## config.mk

```make
export PLATFORM = sky130hd
export DESIGN_NAME = mux4bit_rr_arbiter
export DESIGN_NICKNAME = d
export VERILOG_FILES = /design/src/rtl/mux4bit_arb_pkg.sv /design/src/rtl/mux4bit_2to1_reg.sv /design/src/rtl/mux4bit_rr_arbiter.sv
export SDC_FILE = /design/constraint.sdc
export NUM_CORES = 1
export LEC_CHECK = 0
export ABC_CLOCK_PERIOD_IN_PS = 2300
export CAP_MARGIN = 30
export CORE_MARGIN = 4
export CORE_UTILIZATION = 49
export CTS_BUF_LIST = sky130_fd_sc_hd__clkbuf_4
export DETAILED_ROUTE_END_ITERATION = 7
export GPL_ROUTABILITY_DRIVEN = 0
export PLACE_DENSITY = 0.84
export SKIP_CTS_REPAIR_TIMING = 1
export SKIP_LAST_GASP = 1
export SYNTH_ARGS = -nofsm -noshare
export SYNTH_HDL_FRONTEND = slang
export SYNTH_HIERARCHICAL = 1
export SYNTH_SLANG_ARGS = --single-unit
```

## constraint.sdc

```tcl
create_clock -name clk -period 2.3 [get_ports clk]
set_input_delay 0.23 -clock clk [delete_from_list [all_inputs] [get_ports clk]]
set_output_delay 0.23 -clock clk [all_outputs]
set_load 0.01 [all_outputs]
```

## src/rtl/mux4bit_arb_pkg.sv

```systemverilog
// Shared definitions for the two-requester round-robin arbiter and its output select register.
package mux4bit_arb_pkg;

   typedef enum logic [1:0] {
      IDLE  = 2'd0,
      OWN_A = 2'd1,
      OWN_B = 2'd2
   } arb_state_e;

   localparam logic SRC_A = 1'b0;
   localparam logic SRC_B = 1'b1;

   localparam int DEF_WIDTH    = 4;
   localparam int DEF_MAX_HOLD = 4;

   // Hold counter only needs to reach MAX_HOLD-1, and MAX_HOLD is at most 15.
   localparam int HOLD_W = 4;

endpackage

```

## src/rtl/mux4bit_2to1_reg.sv

```systemverilog
// Registered WIDTH-bit 2:1 select; loads the selected input when load is high, otherwise holds.
module mux4bit_2to1_reg
   import mux4bit_arb_pkg::*;
#(
   parameter int WIDTH = DEF_WIDTH
) (
   input  logic             clk,
   input  logic             rst,
   input  logic             sel,
   input  logic             load,
   input  logic [WIDTH-1:0] a,
   input  logic [WIDTH-1:0] b,
   output logic [WIDTH-1:0] q
);

   logic [WIDTH-1:0] q_d;
   logic [WIDTH-1:0] q_q;

   always_comb begin
      q_d = q_q;
      if (load) begin
         q_d = (sel == SRC_B) ? b : a;
      end
   end

   always_ff @(posedge clk) begin
      if (rst) begin
         q_q <= '0;
      end else begin
         q_q <= q_d;
      end
   end

   assign q = q_q;

endmodule

```

## src/rtl/mux4bit_rr_arbiter.sv

```systemverilog
// Two-requester round-robin arbiter driving a registered 4-bit output bus.
// Optional per-source transfer counters are enabled with `define ARB_GRANT_CNT_EN.
module mux4bit_rr_arbiter
   import mux4bit_arb_pkg::*;
#(
   parameter int WIDTH    = DEF_WIDTH,
   parameter int MAX_HOLD = DEF_MAX_HOLD
) (
   input  logic             clk,
   input  logic             rst,
   input  logic             req_a,
   input  logic             req_b,
   input  logic [WIDTH-1:0] a,
   input  logic [WIDTH-1:0] b,
`ifdef ARB_GRANT_CNT_EN
   input  logic             cnt_clr,
   output logic [7:0]       cnt_a,
   output logic [7:0]       cnt_b,
`endif
   output logic             gnt_a,
   output logic             gnt_b,
   output logic [WIDTH-1:0] c,
   output logic             c_vld,
   output logic             c_src
);

   localparam logic [HOLD_W-1:0] HOLD_LAST = HOLD_W'(MAX_HOLD - 1);

   arb_state_e        state_d, state_q;
   logic [HOLD_W-1:0] hold_cnt_d, hold_cnt_q;
   logic              last_d, last_q;
   logic              c_vld_d, c_vld_q;
   logic              c_src_d, c_src_q;
   logic              xfer;
   logic              sel;

   always_comb begin
      state_d    = state_q;
      hold_cnt_d = hold_cnt_q;
      last_d     = last_q;
      unique case (state_q)
         IDLE: begin
            if (req_a && req_b) begin
               state_d = (last_q == SRC_B) ? OWN_A : OWN_B;
            end else if (req_a) begin
               state_d = OWN_A;
            end else if (req_b) begin
               state_d = OWN_B;
            end
         end
         OWN_A: begin
            if (!req_a) begin
               state_d = req_b ? OWN_B : IDLE;
            end else if (req_b && (hold_cnt_q == HOLD_LAST)) begin
               state_d = OWN_B;
            end
         end
         OWN_B: begin
            if (!req_b) begin
               state_d = req_a ? OWN_A : IDLE;
            end else if (req_a && (hold_cnt_q == HOLD_LAST)) begin
               state_d = OWN_A;
            end
         end
         default: state_d = IDLE;
      endcase

      // Counter restarts on any ownership change and parks at HOLD_LAST while uncontested.
      if (state_d != state_q) begin
         hold_cnt_d = '0;
         if (state_d == OWN_A) begin
            last_d = SRC_A;
         end else if (state_d == OWN_B) begin
            last_d = SRC_B;
         end
      end else if ((state_q != IDLE) && (hold_cnt_q != HOLD_LAST)) begin
         hold_cnt_d = hold_cnt_q + 1'b1;
      end
   end

   assign xfer = ((state_q == OWN_A) && req_a) || ((state_q == OWN_B) && req_b);
   assign sel  = (state_q == OWN_B) ? SRC_B : SRC_A;

   always_comb begin
      c_vld_d = xfer;
      c_src_d = xfer ? sel : c_src_q;
   end

   always_ff @(posedge clk) begin
      if (rst) begin
         state_q    <= IDLE;
         hold_cnt_q <= '0;
         last_q     <= SRC_B;
         c_vld_q    <= 1'b0;
         c_src_q    <= SRC_A;
      end else begin
         state_q    <= state_d;
         hold_cnt_q <= hold_cnt_d;
         last_q     <= last_d;
         c_vld_q    <= c_vld_d;
         c_src_q    <= c_src_d;
      end
   end

   mux4bit_2to1_reg #(
      .WIDTH(WIDTH)
   ) u_out_reg (
      .clk (clk),
      .rst (rst),
      .sel (sel),
      .load(xfer),
      .a   (a),
      .b   (b),
      .q   (c)
   );

   assign gnt_a = (state_q == OWN_A);
   assign gnt_b = (state_q == OWN_B);
   assign c_vld = c_vld_q;
   assign c_src = c_src_q;

`ifdef ARB_GRANT_CNT_EN
   logic [7:0] cnt_a_d, cnt_a_q;
   logic [7:0] cnt_b_d, cnt_b_q;

   // Clear wins over a same-cycle increment; counters wrap naturally at 8 bits.
   always_comb begin
      cnt_a_d = cnt_a_q;
      cnt_b_d = cnt_b_q;
      if (cnt_clr) begin
         cnt_a_d = '0;
         cnt_b_d = '0;
      end else if (xfer) begin
         if (sel == SRC_A) begin
            cnt_a_d = cnt_a_q + 8'd1;
         end else begin
            cnt_b_d = cnt_b_q + 8'd1;
         end
      end
   end

   always_ff @(posedge clk) begin
      if (rst) begin
         cnt_a_q <= '0;
         cnt_b_q <= '0;
      end else begin
         cnt_a_q <= cnt_a_d;
         cnt_b_q <= cnt_b_d;
      end
   end

   assign cnt_a = cnt_a_q;
   assign cnt_b = cnt_b_q;
`endif

endmodule

```

# Word-level counts from Yosys, hierarchy flattened
# Cells that the tools add are included.
# word_totals
out_inout_bits	8
input_bits	12
wordCells	41
reg_bits	13
# classes
n_mux	15
eq_ne	7
n_reduce_logical	12
n_addsub	1
# ops
operator	n
two-way mux 2 bit	9
logical AND 1 bit	6
one-hot mux 2 bit (3 select lines)	1
adder 4 x 1 -> 4 bit, second input constant	1
equality test 2 x 1 -> 1 bit, second input constant	2
equality test 2 bit, second input constant	2
equality test 4 x 2 -> 1 bit, second input constant	1
two-way mux 1 bit	4
two-way mux 4 bit	1
inequality test 4 x 2 -> 1 bit, second input constant	1
nonzero test 2 bit	2
logical NOT 2 bit	1
inequality test 2 bit	1
AND reduction 2 bit	1
OR reduction 2 bit	1
logical OR 1 bit	1

# Logic depth before layout (Yosys ltp)
# Gate-level depths: netlist of run 1.
# logic_depth
word_depth	8
mapped_depth	7
depth_no_buf	7

# Modules after synthesis
# Netlist of run 1, hierarchy kept.
# modules_own_cells
mod	area_per_inst_um2	seq_area_each_um2	instances	cells_per_inst
mux4bit_rr_arbiter	575.6	180.2	1	62
mux4bit_2to1_reg	173.9	80.1	1	18

# Least setup slack after synthesis of run 1
# Ideal clock, no wire load.
# synth_path
path_type	reg2reg
start	register hold_cnt_q[0]
end	register last_q
slack_ps	215
setup_ps	72
required_ps	2228
path_stages_with_launch	8
synth_period_minus_slack_ps	2085
n_path_buf	0
arrival_ps	2014
cell_sequence	dfxtp_1 > ha_1 > nor3b_4 > mux2_2 > nand4_1 > ha_1 > nor4_2 > mux2i_1
# synth_between
elab_chain_cells	8
word_cells_on_any_way	14
classes_between	4 x eq/ne; 6 x mux; 4 x reduce/logical
# synth_lines
element	line_no	text
start: declaration	mux4bit_rr_arbiter.sv:30	logic [HOLD_W-1:0] hold_cnt_d, hold_cnt_q;
start signal: assignment	mux4bit_rr_arbiter.sv:98	hold_cnt_q <= hold_cnt_d;
equality test 4 x 2 -> 1 bit *	mux4bit_rr_arbiter.sv:54, mux4bit_rr_arbiter.sv:61	
logical AND 1 bit (on tied branches)	mux4bit_rr_arbiter.sv:61, mux4bit_rr_arbiter.sv:54	
two-way mux 2 bit (on tied branches)	mux4bit_rr_arbiter.sv:61, mux4bit_rr_arbiter.sv:54	
two-way mux 2 bit (on tied branches)	mux4bit_rr_arbiter.sv:59, mux4bit_rr_arbiter.sv:52	
one-hot mux 2 bit (3 select lines) *	mux4bit_rr_arbiter.sv:41	unique case (state_q)
equality test 2 x 1 -> 1 bit / equality test 2 bit (equally long branches)	mux4bit_rr_arbiter.sv:71, mux4bit_rr_arbiter.sv:73	
nonzero test 2 bit (no line)	n/a	
AND reduction 2 bit (no line)	n/a	
end signal: assignment	mux4bit_rr_arbiter.sv:99	last_q <= last_d;
end: declaration	mux4bit_rr_arbiter.sv:31	logic last_d, last_q;
# Every way passes the cells marked *; elsewhere a longest branch is shown, timed or not.
# A chain may end at the register's enable or synchronous reset.

# Worst setup path in the final report of run 1
# Ends and elaborated chain as after synthesis.

==> reports/results.tsv, run 1 <==
stage	metric	value	unit
floorplan	die height	47.1	um
setup_path	crit-path max FO	3	
min_path	min-delay worst type	reg2reg	
sta	Max Freq	462	MHz
synthesis	largest cells by area after synthesis	dfxtp_1 35%, mux2i_1 6.7%, nor2_1 6.5%, a211oi_1 4.0%, nand2_1 3.5%	
sta	Slew headroom	77.3	%
sta	Hold Vio Cnt, Final	0	
global_routing	GRT Resource Usage Total	16.9	%
detailed_routing	Post-DRT Antenna Nets	0	
min_path	hold path depth	2	
setup_path	reg2reg path depth	7	
global_routing	number of global-route vias before repair	615	
synthesis	Mapped Cells	80	
clocking	Longest Clk Path Bufs	2	
synthesis	YS warnings	6	
synthesis	EDFF count, synth	0	
sta	minimum clock period	2.17	ns
setup_path	CP Depth	7	
setup_path	CP Capture Type	flip-flop	
cells_and_area	share of post-route cells with drive strength above 1	18.3	%
clocking	root buffer cell	clkbuf_4	
synthesis	Post-synth top flop	dfxtp_1	
setup_path	CP required	2.51	ns
setup_path	startpoint types	flip-flop	
detailed_routing	DR pass1 iterations	6	
cells_and_area	area occupied by multi-input gates	429	um^2
sta	total negative slack	0	ns
setup_path	Most Frequent Cell on Critical Path	ha_1	
outcome	run status	finished clean	
setup_path	CP max-delay cell	dfxtp_1	
setup_path	CP peak stage delay	0.38	ns
clocking	CTS sink cnt	13	
setup_path	Critical Path, Cell by Cell	ha_1, nor3b_4, mux2_2, nand4_1, ha_1, nor4_2, mux2i_1	
detailed_routing	vias	633	
sta	Final setup viols	0	
sta	unrepaired setup endpoints after global routing	false	
synthesis	Avg Inst Size Synth	9.37	um^2
detailed_routing	Post-Route WL	1550	um
sta	Least-Margin Pin Slew	0.339	ns
clocking	number of H-tree levels	1	
cells_and_area	area grow syn2layout	30.9	%
setup_path	CP delay by family, top	simple AND/OR/NAND/NOR gates	
global_routing	antenna violations before repair	0	
job	MaxCap Viol Count	0	
cells_and_area	Register Area	260	um^2
detailed_routing	wire per inst	13.0	um
clocking	Reg clk slew, reported paths	0.08	ns
global_routing	first-pass GRT wire length	2660	um
detailed_routing	via density per instance	5.32	
setup_path	critical path buffer and inverter count	0	
setup_path	reg2reg end	last_q	
clocking	Clock Latency Late Sink	0.27	ns
sta	Fin Clk Skew	0.000574	ns
floorplan	CORE AREA	1370	um^2
cells_and_area	Filler cells	111	
synthesis	most area-hungry cell type in the Yosys netlist	dfxtp_1	
synthesis	post-synthesis register bit count	13	
placed_design	hpwl dp	1250	um
pwr	PwrDens	546	nW/um^2
synthesis	Mapped Area	749	um^2
floorplan	IO Pins	20	
detailed_routing	Iter 0 DRT Violations	9	
global_routing	largest net degree at the start of global routing	10	
global_routing	grt ovf	0	
clocking	CTS Buf Count	3	
synthesis	ys async rst share	0	%
setup_path	R2R Setup Slk	0.14	ns
sta	Slew Limit Fails	0	
setup_path	CP startpoint	hold_cnt_q[0]	
setup_path	Arrival @ worst endpoint	2.37	ns
synthesis	sequential cell area fraction in the yosys report	34.7	%
setup_path	Worst R2R Start	hold_cnt_q[0]	
cells_and_area	Final Core Density	71.8	%
placed_design	PortBufs	19	
pwr	leakage power	0.366	nW
setup_path	CP Class	reg2reg	
pwr	peak supply drop	468	uV
synthesis	Synth top area share	34.7	%
floorplan	row cnt	13	
synthesis	post-synth cell types	32	
detailed_routing	Post-route DRC	0	
synthesis	Syn Nets	94	
cells_and_area	diodes inserted	0	
clocking	CTS tree	built	
sta	Final Cycle Share	94.1	%
setup_path	Critical Path End	last_q	
floorplan	Starting Density	54.9	%
floorplan	Die Width	47.1	um
cells_and_area	Final nets	119	
floorplan	die footprint	2220	um^2
## report_power, final
part	internal, mW	leakage [nW]	switching [mW]
logic	0.0739	0.242	0.0573
registers	0.238	0.106	0.0114
clock network	0.0790	0.0184	0.0764
## cell type report
class / instances / share of cell area (%)
Multi-Input combinational cell: 60 / 43.8
Sequential cell: 13 / 26.5
Timing Repair Buffer: 25 / 24.0
Clock buffer: 4 / 3.06
Tap cell: 15 / 1.91
Inverter: 2 / 0.765
## synth_stat cells, types with 2 or more instances
| cell | count |
|---|---|
| nand2_1 | 7 |
| nand4_1 | 2 |
| nor2_1 | 13 |
| inv_1 | 2 |
| a21oi_1 | 5 |
| dfxtp_1 | 13 |
| and2_1 | 2 |
| clkbuf_2 | 2 |
| a211oi_1 | 4 |
| nor2b_1 | 2 |
| mux2i_1 | 5 |
| o21ai_0 | 2 |
| ha_1 | 2 |
## how the worst min path moves through the flow
stage,to,slack (ns),start
2_1_floorplan,c_src,0.30,rst
3_3_place_gp,u_out_reg/q[2],0.47,u_out_reg/q[2]
3_5_place_dp,u_out_reg/q[2],0.48,u_out_reg/q[2]
4_1_cts,u_out_reg/q[2],0.49,u_out_reg/q[2]
5_1_grt,u_out_reg/q[1],0.51,u_out_reg/q[1]
6_report,u_out_reg/q[1],0.49,u_out_reg/q[1]
## stage by stage
step	instances	setup slack [ns]	power, mW	cell area [um^2]	hold slack [ns]
2_1_floorplan	80	0.215	0.332	749	0.302
3_3_place_gp	115	0.233	0.383	951	0.472
3_5_place_dp	115	0.112	0.386	951	0.481
4_1_cts	119	0.0873	0.541	981	0.492
5_1_grt	119	0.00470	0.565	981	0.512
6_report	119	0.135	0.536	981	0.490
## worst reg2reg max path, stage by stage, from the launching register on
cell	delay, ns
dfxtp_1	0.38
ha_1	0.22
nor3b_4	0.26
mux2_2	0.36
nand4_1	0.13
ha_1	0.25
nor4_2	0.30
mux2i_1	0.21
## cells in the final DEF (no fill, tap or decap)
cell type        netlist  final
and2_1                 2      2
dfxtp_1               13     13
nand3_1                1      1
nor3_4                 1      1
nor2_1                13     13
nand2b_1               1      1
nand3b_1               1      1
a211oi_2               1      1
nand2_1                7      7
o21ai_0                2      2
buf_4                  0      6
a21oi_1                5      5
or2_4                  1      1
nor4_2                 1      1
xor2_1                 1      1
a211oi_1               4      4
o31ai_2                1      1
nand4b_1               1      1
mux2i_1                5      5
clkdlybuf4s50_1        0     19
ha_1                   2      2
clkbuf_4               0      4
mux2_2                 1      1
o311ai_2               1      1
and2b_1                1      1
nor2b_1                2      2
a311oi_2               1      1
inv_1                  2      2
nor3b_4                1      1
xnor2_1                1      1
nand4_1                2      2
## flip-flops by register name, summed over array words and instances, names as in the netlist
| signal | count |
|---|---|
| state_q | 2 |
| u_out_reg/q | 4 |
| hold_cnt_q | 4 |
| c_vld | 1 |
| last_q | 1 |
| c_src | 1 |
## routing by layer
layer / share of wire [%] / track usage (%)
met1: 44 / 20.8
met2: 52 / 29.5
met3: 3.3 / 3.45
met4: 0.90 / 4.97
met5: 0 / 0
## logic make-up (layout without fill, tap and decap cells)
family          after synthesis  count (layout)  share of synthesized area, %
simple gates                 35              35                          27.2
compound gates               15              15                          16.2
flops                        13              13                          34.7
buf+inv                       7              31                          8.01
mux                           6               6                          8.18
fa+ha+maj                     2               2                          3.34
xor+xnor                      2               2                          2.34
(Power assumes the default switching activity.)
==> run 2, diff against run 1 <==
--- a/config.mk
+++ b/config.mk
@@ -8,11 +8,12 @@
 export ABC_CLOCK_PERIOD_IN_PS = 2300
 export CAP_MARGIN = 30
 export CORE_MARGIN = 4
-export CORE_UTILIZATION = 49
+export CORE_UTILIZATION = 40
 export CTS_BUF_LIST = sky130_fd_sc_hd__clkbuf_4
 export DETAILED_ROUTE_END_ITERATION = 7
+export DONT_BUFFER_PORTS = 1
 export GPL_ROUTABILITY_DRIVEN = 0
-export PLACE_DENSITY = 0.84
+export PLACE_DENSITY = 0.57
 export SKIP_CTS_REPAIR_TIMING = 1
 export SKIP_LAST_GASP = 1
 export SYNTH_ARGS = -nofsm -noshare
==> run 2 against run 1 <==
Compared with the run above: global-route usage is 5.5 points lower; clock power is 4% lower; via count is 10% lower; combinational power is 39% lower; register-to-register slack hardly changed; utilization is 25 points lower.
==> reports/results.tsv, run 2 (same netlist as run 1, synthesis figures left out) <==
stage	metric	value	unit	change
clocking	number of H-tree levels	1		unchanged
floorplan	CORE AREA	1750	um^2	was 1370 um^2
clocking	root buffer cell	clkbuf_4		unchanged
clocking	CTS sink cnt	13		unchanged
min_path	hold path depth	1		was 2
setup_path	R2R Setup Slk	0.13	ns	was 0.14 ns
placed_design	PortBufs	0		was 19
pwr	Net Switching	0.126	mW	was 0.145 mW
global_routing	antenna violations before repair	0		unchanged
pwr	sequential group share of total power	52.7	%	was 46.5%
clocking	CTS Buf Count	3		unchanged
pwr	leakage power	0.298	nW	was 0.366 nW
floorplan	IO Pins	20		unchanged
setup_path	reg2reg path depth	8		was 7
setup_path	reg2reg end	last_q		unchanged
placed_design	hpwl dp	1030	um	was 1250 um
setup_path	CP startpoint	hold_cnt_q[0]		unchanged
outcome	run status	finished clean		unchanged
clocking	Clock Latency Late Sink	0.27	ns	about the same
detailed_routing	Post-Route WL	1350	um	was 1550 um
setup_path	CP max-delay cell	dfxtp_1		unchanged
sta	Least-Margin Pin Slew	0.379	ns	was 0.339 ns
detailed_routing	Post-DRT Antenna Nets	0		unchanged
cells_and_area	share of post-route cells with drive strength above 1	23.3	%	was 18.3%
clocking	Longest Clk Path Bufs	2		unchanged
setup_path	critical path buffer and inverter count	2		was 0
floorplan	Die Width	51.3	um	was 47.1 um
setup_path	Worst R2R Start	hold_cnt_q[0]		unchanged
floorplan	die footprint	2630	um^2	was 2220 um^2
setup_path	CP required	2.51	ns	about the same
global_routing	GRT Resource Usage Total	11.4	%	was 16.9%
sta	Max Freq	462	MHz	about the same
pwr	switch share	26.0	%	was 27.1%
sta	Final Cycle Share	94.2	%	was 94.1%
floorplan	die height	51.3	um	was 47.1 um
setup_path	Arrival @ worst endpoint	2.37	ns	about the same
sta	Slew Limit Fails	0		unchanged
min_path	min-delay worst type	in2reg		was reg2reg
sta	Hold Vio Cnt, Final	0		unchanged
pwr	Cell Int Power	0.358	mW	was 0.391 mW
global_routing	largest net degree at the start of global routing	10		unchanged
global_routing	grt ovf	0		unchanged
global_routing	number of global-route vias before repair	512		was 615
floorplan	row cnt	15		was 13
cells_and_area	diodes inserted	0		unchanged
min_path	Worst Hold Launch	rst		was u_out_reg/q[1]
setup_path	CP peak stage delay	0.34	ns	was 0.38 ns
placed_design	Cell Area, Placed	758	um^2	was 951 um^2
setup_path	CP Class	reg2reg		unchanged
detailed_routing	vias	570		was 633
setup_path	crit-path max FO	3		unchanged
cells_and_area	Final nets	101		was 119
min_path	hold path endpoint	state_q[1]		was u_out_reg/q[1]
global_routing	first-pass GRT wire length	2210	um	was 2660 um
detailed_routing	wire per inst	12.1	um	was 13.0 um
setup_path	CP Capture Type	flip-flop		unchanged
detailed_routing	Post-route DRC	0		unchanged
cells_and_area	most frequent cells in the layout	13 x nor2_1, 13 x dfxtp_1, 7 x nand2_1, 6 x buf_4		was 19 x clkdlybuf4s50_1, 13 x nor2_1, 13 x dfxtp_1, 7 x nand2_1, 6 x buf_4
sta	Fin Clk Skew	0.00217	ns	was 0.000574 ns
sta	unrepaired setup endpoints after global routing	false		unchanged
cells_and_area	area grow syn2layout	8.85	%	was 30.9%
sta	Slew headroom	74.6	%	was 77.3%
detailed_routing	via density per instance	5.14		was 5.32
setup_path	Critical Path, Cell by Cell	ha_2, nor3b_4, buf_4, buf_4, a311oi_2, ha_1, nor4_2, mux2i_1		was ha_1, nor3b_4, mux2_2, nand4_1, ha_1, nor4_2, mux2i_1
sta	Final setup viols	0		unchanged
pwr	peak supply drop	335	uV	was 468 uV
setup_path	startpoint types	flip-flop		unchanged
setup_path	CP delay by family, top	adder cells		was simple AND/OR/NAND/NOR gates
cells_and_area	Finished Cell Area	816	um^2	was 981 um^2
pwr	Gate power share	16.5	%	was 24.5%
clocking	Reg clk slew, reported paths	0.07	ns	was 0.08 ns
detailed_routing	Iter 0 DRT Violations	6		was 9
sta	minimum clock period	2.17	ns	about the same
detailed_routing	DR pass1 iterations	4		was 6
pwr	PwrDens	593	nW/um^2	was 546 nW/um^2
floorplan	Starting Density	42.9	%	was 54.9%
clocking	CTS tree	built		unchanged
sta	total negative slack	0	ns	unchanged
job	MaxCap Viol Count	0		unchanged
pwr	Clk network pwr share	30.8	%	was 29.0%
setup_path	Most Frequent Cell on Critical Path	buf_4		was ha_1
run 2: routing by layer:
metal	global-route usage, %	vias up	wire length, um
met5	0	-	0
met4	6.55	0	21
met3	4.96	4	89
met2	16.3	13	613
met1	14.1	259	621
li1	-	294	-
run 2: per-stage QoR:
| step | hold WS, ns | std cells | total power [mW] | utilization [%] | setup slack, ns |
|---|---|---|---|---|---|
| after floorplan | 0.302 | 80 | 0.332 | - | 0.215 |
| after global routing | 0.00248 | 111 | 0.511 | 46.7 | 0.0114 |
| final | 0.0175 | 111 | 0.483 | 46.7 | 0.134 |
| after global placement | 0.305 | 104 | 0.338 | 43.4 | 0.199 |
| after detailed placement | 0.307 | 104 | 0.339 | 43.4 | 0.142 |
| after CTS | -0.000480 | 108 | 0.494 | 45.2 | 0.123 |
run 2: power by group through the flow:
stage	clock network (mW)	logic, mW	registers (mW)
3_5_place_dp	0	0.0790	0.260
5_1_grt	0.164	0.0898	0.257
3_3_place_gp	0	0.0786	0.260
2_1_floorplan	0	0.0779	0.254
6_report	0.149	0.0800	0.255
4_1_cts	0.160	0.0793	0.255
run 2: worst reg2reg max path, stage by stage, from the launching register on:
cell and delay, ns:
dfxtp_1 0.34, ha_2 0.20, nor3b_4 0.16, buf_4 0.14, buf_4 0.13, a311oi_2 0.32, ha_1 0.29, nor4_2 0.31
mux2i_1 0.20
run 2: layout make-up:
type	instances	area (um^2)
tap	25	31.3
multi-input combinational	60	432
clock buffer	4	30.0
timing repair buffer	7	55.1
sequential	13	260
fill	179	930
inverter	2	7.51
run 2: how the worst max path moves through the flow:
stage | end | slack (ns) | cells after the start
after floorplan | last_q | 0.21 | 7
after global placement | last_q | 0.20 | 7
after detailed placement | last_q | 0.14 | 7
after CTS | last_q | 0.12 | 7
after global routing | last_q | 0.01 | 7
final | last_q | 0.13 | 8
==> patch: new RTL, config.mk and constraints of run 1 <==
Build with the macro `ARB_GRANT_CNT_EN` defined.
--- a/src/rtl/mux4bit_rr_arbiter.sv
+++ b/src/rtl/mux4bit_rr_arbiter.sv
@@ -1,4 +1,6 @@
 // Two-requester round-robin arbiter driving a registered 4-bit output bus.
 // Optional per-source transfer counters are enabled with `define ARB_GRANT_CNT_EN.
+`define ARB_GRANT_CNT_EN
+
 module mux4bit_rr_arbiter
    import mux4bit_arb_pkg::*;
Interface: changed (added cnt_a, cnt_b and cnt_clr); port bits go from 20 to 37. The function was not compared with the original's and may differ.
==> patch against run 1 <==
Setup slack worse by 0.018 ns; core utilization fell by 4.1 points; cell area up 89%; synthesized cell count increased by 95%; critical endpoint unchanged; wire length is 110% higher; sequential cell count is 16 higher; critical path depth up 1; sequential share of layout area is 5.0 points higher; clock skew is 0.0052 ns higher; power is 100% higher; clock power grew to 2.7 times the old value; synthesized area up 87%.
==> patch: results (changes against run 1) <==
outcome completed; Clock Latency Late Sink 0.33 ns (+0.06 ns); unique cell type count in the Yosys netlist 38 (+19%); Pleak 0.688 nW (+88%); part of the cycle the worst path needs 94.9% (+0.77 points); Power Total 1.08 mW (+100%); most instantiated cells after synthesis 29 x dfxtp_1, 25 x nor2_1, 12 x nand2_1; WL/cell 14.5 um (+11%); asr flop ratio synth 0% (unchanged); met2 Use GR 35.3% (+5.8 points); reg2reg setup slack 0.12 ns (-0.02 ns); hold path startpoint cnt_b[1]; critical path peak fanout 5 (+2); Register-to-Register Path Depth 8 (+1); DR vias/cell 5.50 (+3.5%); Nets 209 (+76%); Hold EP cnt_b[1]; Psw 0.255 mW (+76%); met3 Usage GRT 6.29% (+2.8 points); slowest CP cell or3b_1; Yosys warning count 6 (unchanged); clk_skew 0.00577 ns (+0.00519 ns); peak supply drop 0.469 mV (+0.11%); Iteration-0 DRC Markers 44 (+35); Cells after DPL 216 (+88%); Relative slew margins 70.5% (-6.8 points); pin count of the biggest net entering global routing 17 (+7); GRT Total Usage 19.0% (+2.1 points); number of CTS-inserted buffers 5 (+2); Hold Path Depth 2 (unchanged); multi-input logic area 768 um^2 (+79%); CTS HTree Levels 2 (+1); Setup WS pre-CTS 0.0386 ns (-0.0738 ns); Arrival @ worst endpoint 2.44 ns (+0.07 ns); Placed Area 1760 um^2 (+85%); port bufs 36 (+17); Logic pwr share 12.8% (-12 points); worst hold slack 0.499 ns (+0.00847 ns); post-synthesis register bit count 29 (+16); CP endpoint last_q; Seq/Total Area, Yosys 41.5% (+6.7 points); fraction of layout cells with a size suffix above 1 10.4% (-7.9 points); DRT Pass-1 Iters 4 (-2); Fillers 250 (+130%); post-synthesis cell count 156 (+95%); synth top area cells dfxtp_1 41%, nor2_1 6.7%, xnor2_1 4.4%, xor2_1 4.4%, a21oi_1 3.6%; Synth Net Count 173 (+84%); GR Util met1 18.7% (-2.1 points); WL final 3240 um (+110%); DPL Wire Length 2400 um (+92%); global-route wire length before repair 5330 um (+100%); vias in the first global route 1277 (+110%)
[patch: logic make-up (layout without fill, tap and decap cells)]
logic type / after synthesis / count (layout) / share of synthesized area, %
AND/OR/NAND/NOR: 70 / 70 / 28.1
flip-flops: 29 / 29 / 41.5
AO/OA/AOI/OAI: 23 / 23 / 10.4
XOR/XNOR: 14 / 14 / 8.76
buffers and inverters: 11 / 48 / 4.20
multiplexers: 5 / 5 / 3.57
adder cells (fa/ha/maj): 4 / 4 / 3.57
[patch: layer usage]
metal / share of wire (%) / wire length, um
met2: 54 / 1740
met4: 1.0 / 34
met1: 39 / 1260
met3: 6.7 / 216
met5: 0 / 0
[patch: cell type report]
class / instances / area share (%)
multi-input combinational: 116 / 41.5
sequential: 29 / 31.5
timing repair buffer: 38 / 20.3
clock buffer: 6 / 2.43
tap: 31 / 2.09
clock inverter: 2 / 1.82
inverter: 2 / 0.405
